**src/rtl/display_scan_ctrl.sv**
```systemverilog
// rtl/display_scan_ctrl.sv - multiplexed 4-digit BCD display scanner
// Time-sliced digit scan with dead time, frame-synchronous digit updates and leading-zero blanking.
module display_scan_ctrl #(
  parameter int SCAN_DIV = 50000,
  parameter int DEAD_CYC = 2
) (
  input  logic        clk,
  input  logic        rst_n,
  input  logic        load,
  input  logic [15:0] digits_in,
  input  logic        blank,
  input  logic        lz_en,
  output logic [3:0]  bcd_out,
  output logic [3:0]  digit_en,
  output logic        frame_done
);

  localparam int CMAX = (SCAN_DIV > DEAD_CYC) ? SCAN_DIV : DEAD_CYC;
  localparam int CW   = (CMAX > 1) ? $clog2(CMAX) : 1;
  localparam logic [CW-1:0] SHOW_LAST = CW'(SCAN_DIV - 1);
  localparam logic [CW-1:0] DEAD_LAST = CW'(DEAD_CYC - 1);

  typedef enum logic {
    ST_SHOW = 1'b0,
    ST_DEAD = 1'b1
  } state_t;

  state_t        state, state_nxt;
  logic [CW-1:0] cnt, cnt_nxt;
  logic [1:0]    ptr, ptr_nxt;
  logic          wrap;

  logic [15:0]   staging;
  logic [15:0]   shadow, shadow_nxt;
  logic          pending, pending_nxt;

  logic [3:0]    digit_sel;
  logic          suppress;
  logic [3:0]    bcd_nxt;
  logic [3:0]    en_nxt;
  logic          fd_nxt;

  always_ff @(posedge clk or negedge rst_n) begin
    if (!rst_n) begin
      state <= ST_DEAD;
      cnt   <= '0;
      ptr   <= 2'd3;
    end else begin
      state <= state_nxt;
      cnt   <= cnt_nxt;
      ptr   <= ptr_nxt;
    end
  end

  // The pointer only moves on DEAD->SHOW, so that edge is the sole place a 3->0 wrap can occur.
  always_comb begin
    state_nxt = state;
    cnt_nxt   = cnt + CW'(1);
    ptr_nxt   = ptr;
    wrap      = 1'b0;
    unique case (state)
      ST_SHOW: begin
        if (cnt == SHOW_LAST) begin
          state_nxt = ST_DEAD;
          cnt_nxt   = '0;
        end
      end
      ST_DEAD: begin
        if (cnt == DEAD_LAST) begin
          state_nxt = ST_SHOW;
          cnt_nxt   = '0;
          ptr_nxt   = ptr + 2'd1;
          wrap      = (ptr == 2'd3);
        end
      end
    endcase
  end

  // A load on the wrap edge still hands the older staged value to the shadow and stays pending.
  always_comb begin
    shadow_nxt  = shadow;
    pending_nxt = pending;
    if (wrap) begin
      if (pending) begin
        shadow_nxt = staging;
      end
      pending_nxt = 1'b0;
    end
    if (load) begin
      pending_nxt = 1'b1;
    end
  end

  always_ff @(posedge clk or negedge rst_n) begin
    if (!rst_n) begin
      staging <= 16'h0000;
      shadow  <= 16'h0000;
      pending <= 1'b0;
    end else begin
      if (load) begin
        staging <= digits_in;
      end
      shadow  <= shadow_nxt;
      pending <= pending_nxt;
    end
  end

  // Outputs are decoded from the post-edge state so the registered pins line up with the FSM cycle.
  always_comb begin
    en_nxt    = 4'b0000;
    bcd_nxt   = 4'b1111;
    fd_nxt    = wrap;
    digit_sel = shadow_nxt[{ptr_nxt, 2'b00} +: 4];
    suppress  = 1'b0;
    if (lz_en) begin
      unique case (ptr_nxt)
        2'd3:    suppress = (shadow_nxt[15:12] == 4'h0);
        2'd2:    suppress = (shadow_nxt[15:8] == 8'h00);
        2'd1:    suppress = (shadow_nxt[15:4] == 12'h000);
        default: suppress = 1'b0;
      endcase
    end
    if (state_nxt == ST_SHOW && !blank) begin
      en_nxt  = 4'b0001 << ptr_nxt;
      bcd_nxt = suppress ? 4'b1111 : digit_sel;
    end
  end

  always_ff @(posedge clk or negedge rst_n) begin
    if (!rst_n) begin
      digit_en   <= 4'b0000;
      bcd_out    <= 4'b1111;
      frame_done <= 1'b0;
    end else begin
      digit_en   <= en_nxt;
      bcd_out    <= bcd_nxt;
      frame_done <= fd_nxt;
    end
  end

endmodule
```
**config.mk**
```make
export PLATFORM = sky130hd
export DESIGN_NAME = display_scan_ctrl
export DESIGN_NICKNAME = d
export VERILOG_FILES = /design/src/rtl/display_scan_ctrl.sv
export SDC_FILE = /design/constraint.sdc
export NUM_CORES = 1
export LEC_CHECK = 0
export CAP_MARGIN = 20
export CORE_ASPECT_RATIO = 1.25
export CORE_MARGIN = 2
export CORE_UTILIZATION = 27
export CTS_CLUSTER_DIAMETER = 200
export DETAILED_ROUTE_END_ITERATION = 6
export DONT_BUFFER_PORTS = 1
export MAX_ROUTING_LAYER = met4
export PLACE_DENSITY_LB_ADDON = 0.05
export REMOVE_ABC_BUFFERS = 1
export SETUP_SLACK_MARGIN = 0.02
export SYNTH_ARGS = -nofsm -noshare
export SYNTH_HDL_FRONTEND = slang
export SYNTH_SLANG_ARGS = --single-unit
```
**constraint.sdc**
```tcl
create_clock -name clk -period 2.53 [get_ports clk]
set_input_delay 0.759 -clock clk [delete_from_list [all_inputs] [get_ports clk]]
set_output_delay 0.759 -clock clk [all_outputs]
set_load 0.02 [all_outputs]
```
==> impl_metrics.env <==
export IMPL_worstSetupPathType="reg2reg"
export IMPL_power_uw=2362
export IMPL_tightestPinTransition_ns=0.3122
export IMPL_drcViolationCount=0
export IMPL_final_cell_mix="dfrtp_1 (54), nand2_1 (26), nor2_1 (22)"
export IMPL_layout_commonest_cell="dfrtp_1"
export IMPL_yosysWarnings=0
export IMPL_wl_per_cell_um=17.10
export IMPL_syn_to_final_growth_pct=19.64
export IMPL_fp_dieArea_sq_mm=0.01176
export IMPL_crit_start="state"
export IMPL_post_route_min_period_ns=2.369
export IMPL_synth_mux_area_share_pct=15.60
export IMPL_synth_compound_area_share_pct=6.293
export IMPL_hold_viol_final=0
export IMPL_holdBufCountCts=0
export IMPL_setup_viol=0
export IMPL_initial_utilization_pct=27.72
export IMPL_vias=1942
export IMPL_ant_nets=0
export IMPL_routed_wirelength_um=7078
export IMPL_core_area_sq_mm=0.01062
export IMPL_via_per_inst=4.691
export IMPL_peakVddDrop_mv=0.2617
export IMPL_drv_slew=0
export IMPL_cts_buffers_inserted=9
export IMPL_dr_pass1_iters=4
export IMPL_fp_dieW_um=97.38
export IMPL_fin_crit_sh_pct=93.64
export IMPL_io_pins=30
export IMPL_drive_above_1_share_pct=27.14
export IMPL_multi_input_area_sq_mm=0.001338
export IMPL_finClkSkew_ns=0.01128
export IMPL_synthDistinctLibCells=49
export IMPL_slew_limit_headroom_pct=78.59
export IMPL_die_y_um=120.7
export IMPL_gr_total_overflow=0
export IMPL_leakagePower_uw=0.001576
export IMPL_r2r_start="state"
export IMPL_synth_cells=255
export IMPL_max_freq_mhz=422.1
export IMPL_clock_latency_ns=0.34
export IMPL_p_per_area_mw_per_mm2=670.8
export IMPL_hold_path_class="in2async"
export IMPL_fillCellCount=1086
export IMPL_crit_required_ns=2.79
export IMPL_synth_top_family_by_area="simple AND/OR/NAND/NOR gates"
export IMPL_synth_edf_count=0
export IMPL_status="finished, final reports clean"
export IMPL_crit_fanout=11
export IMPL_cts_root_buffer="clkbuf_16"
export IMPL_syn_area_sq_mm=0.002943
export IMPL_std_cell_rows=42
export IMPL_fin_nets=299
export IMPL_design_area_sq_mm=0.003521
export IMPL_clock_path_buffers=2
export IMPL_maxCapViolCount=0
export IMPL_clock_sinks=61
export IMPL_cp_arrival_ns=2.63
export IMPL_drtIter0Drc=66
export IMPL_ys_seq_area_share_pct=52.17
export IMPL_gp_congestion=0.7685
export IMPL_dp_hpwl_um=4970
export IMPL_grt_pass1_vias=2066
export IMPL_yosys_area_share_adder_pct=1.276
export IMPL_path_clk_slew_ns=0.06
export IMPL_synthSimpleGateAreaFrac_pct=17.01
export IMPL_dpl_instance_area_sq_mm=0.003186
export IMPL_grt_pass1_wl_um=11870
export IMPL_port_buffer_count=0
export IMPL_grt_use_total_pct=13.88
export IMPL_ys_seq_elements=61
export IMPL_cp_end_kind="flip-flop"
export IMPL_postCtsSetupRepairBufs=0
export IMPL_antenna_found_initial=2
export IMPL_critPathLaunchType="flip-flop"
export IMPL_synth_xor_xnor_area_share_pct=4.464
export IMPL_regArea_sq_mm=0.001535
export IMPL_ys_flop_type="dfrtp_1"
export IMPL_grt_max_degree=62
export IMPL_cts_tree="done"
export IMPL_h_tree_depth=3
export IMPL_rsz0062_at_grt="no"
export IMPL_syn_area_per_cell_sq_um=11.54
export IMPL_synthArstFlopShare_pct=100.0
==> worst paths after layout <==
| check | end | slack [ns] | depth (start not counted) |
|---|---|---|---|
| max | bcd_out[1] | 0.16 | 10 |
| min | staging[8] | 0.12 | 0 |
| max reg2reg | bcd_out[1] | 0.16 | 10 |
| min reg2reg | cnt[0] | 0.48 | 1 |
| max in group asynchronous | bcd_out[1] | 2.21 | 0 |
| min in group clk | cnt[0] | 0.48 | 1 |
==> cells by family (layout without fill, tap and decap cells) <==
logic type | count (synthesis) | after routing
flip-flops | 61 | 61
AO/OA/AOI/OAI | 24 | 24
XOR/XNOR | 15 | 15
AND/OR/NAND/NOR | 93 | 93
multiplexers | 40 | 40
buffers and inverters | 19 | 44
adder cells (fa/ha/maj) | 3 | 3
other | 0 | 2
==> layout make-up <==
type | count | share of cell area (%)
Antenna cell | 2 | 0.1421
Clock buffer | 13 | 7.676
Clock inverter | 3 | 1.208
Inverter | 12 | 1.279
Multi-Input combinational cell | 175 | 37.99
Sequential cell | 61 | 43.60
Tap cell | 132 | 4.691
Timing Repair Buffer | 16 | 3.412
==> repair_timing <==
action                                  4_1_cts  5_1_grt
resized for setup                             1        4
endpoints found under the setup margin        1        4
gates cloned                                  0        0
pin swaps                                     0        0
==> cells in the mapped netlist (2+ instances only) <==
library cell / instances / share of area, %
nand3_1: 12 / 2.0
mux2_2: 20 / 7.7
nor2b_1: 3 / 0.64
buf_6: 3 / 1.1
o22ai_1: 2 / 0.43
and3_1: 8 / 1.7
dfstp_2: 7 / 6.3
mux2_1: 3 / 1.1
o21ai_0: 3 / 0.51
mux2i_1: 14 / 4.8
nor2_1: 22 / 2.8
nand4_1: 2 / 0.43
inv_1: 12 / 1.5
nand2b_1: 2 / 0.43
o211ai_1: 2 / 0.51
nand2_1: 26 / 3.3
o221ai_1: 2 / 0.60
a21oi_1: 3 / 0.51
clkbuf_1: 3 / 0.38
nor4_4: 2 / 1.4
dfrtp_1: 54 / 46
ha_1: 3 / 1.3
and2_1: 3 / 0.64
nor4_1: 3 / 0.64
mux4_2: 2 / 1.5
xor2_1: 6 / 1.8
xnor2_1: 9 / 2.7
nor3_1: 3 / 0.51
==> per-layer routing <==
metal	up-vias	wire length [um]	track usage (%)
met5	-	0	-
met4	0	95	5.469
met3	6	260	4.971
met2	34	3600	21.94
met1	962	3121	16.21
li1	940	-	-
==> report_power, final <==
part / switching, uW / internal, uW / leakage (uW) / total (uW)
clock network: 441 / 841 / 0.000152 / 1280
registers: 32.5 / 1010 / 0.000769 / 1040
logic: 10.3 / 27.2 / 0.000655 / 37.5
==> critical path: stages, from the launching register on <==
cell	delay, ns
dfstp_2	0.53
nor3b_1	0.18
buf_4	0.15
nand3_4	0.08
nor3_4	0.25
buf_4	0.24
mux2i_1	0.20
buf_4	0.15
o211a_1	0.18
a41oi_2	0.19
nand4_1	0.13
==> stage by stage <==
stage | setup WS, ns | TNS (ns) | instances | hold WS, ns | util (%)
after CTS | 0.03741 | 0 | 412 | 0.09929 | 32.98
after global routing | 0.02014 | 0 | 414 | 0.09170 | 33.17
after floorplan | -0.4454 | -1.806 | 248 | 0.4506 | -
after detailed placement | 0.02440 | 0 | 396 | 0.4651 | 30.01
final | 0.1608 | 0 | 414 | 0.1180 | 33.17
after global placement | 0.02360 | 0 | 396 | 0.4648 | 30.01
==> flip-flops by register name, indices dropped and copies added (netlist names) <==
register,count
cnt,16
shadow,16
staging,16
bcd_out,4
digit_en,4
ptr,2
frame_done,1
pending,1
state,1
(Power assumes the default switching activity.)
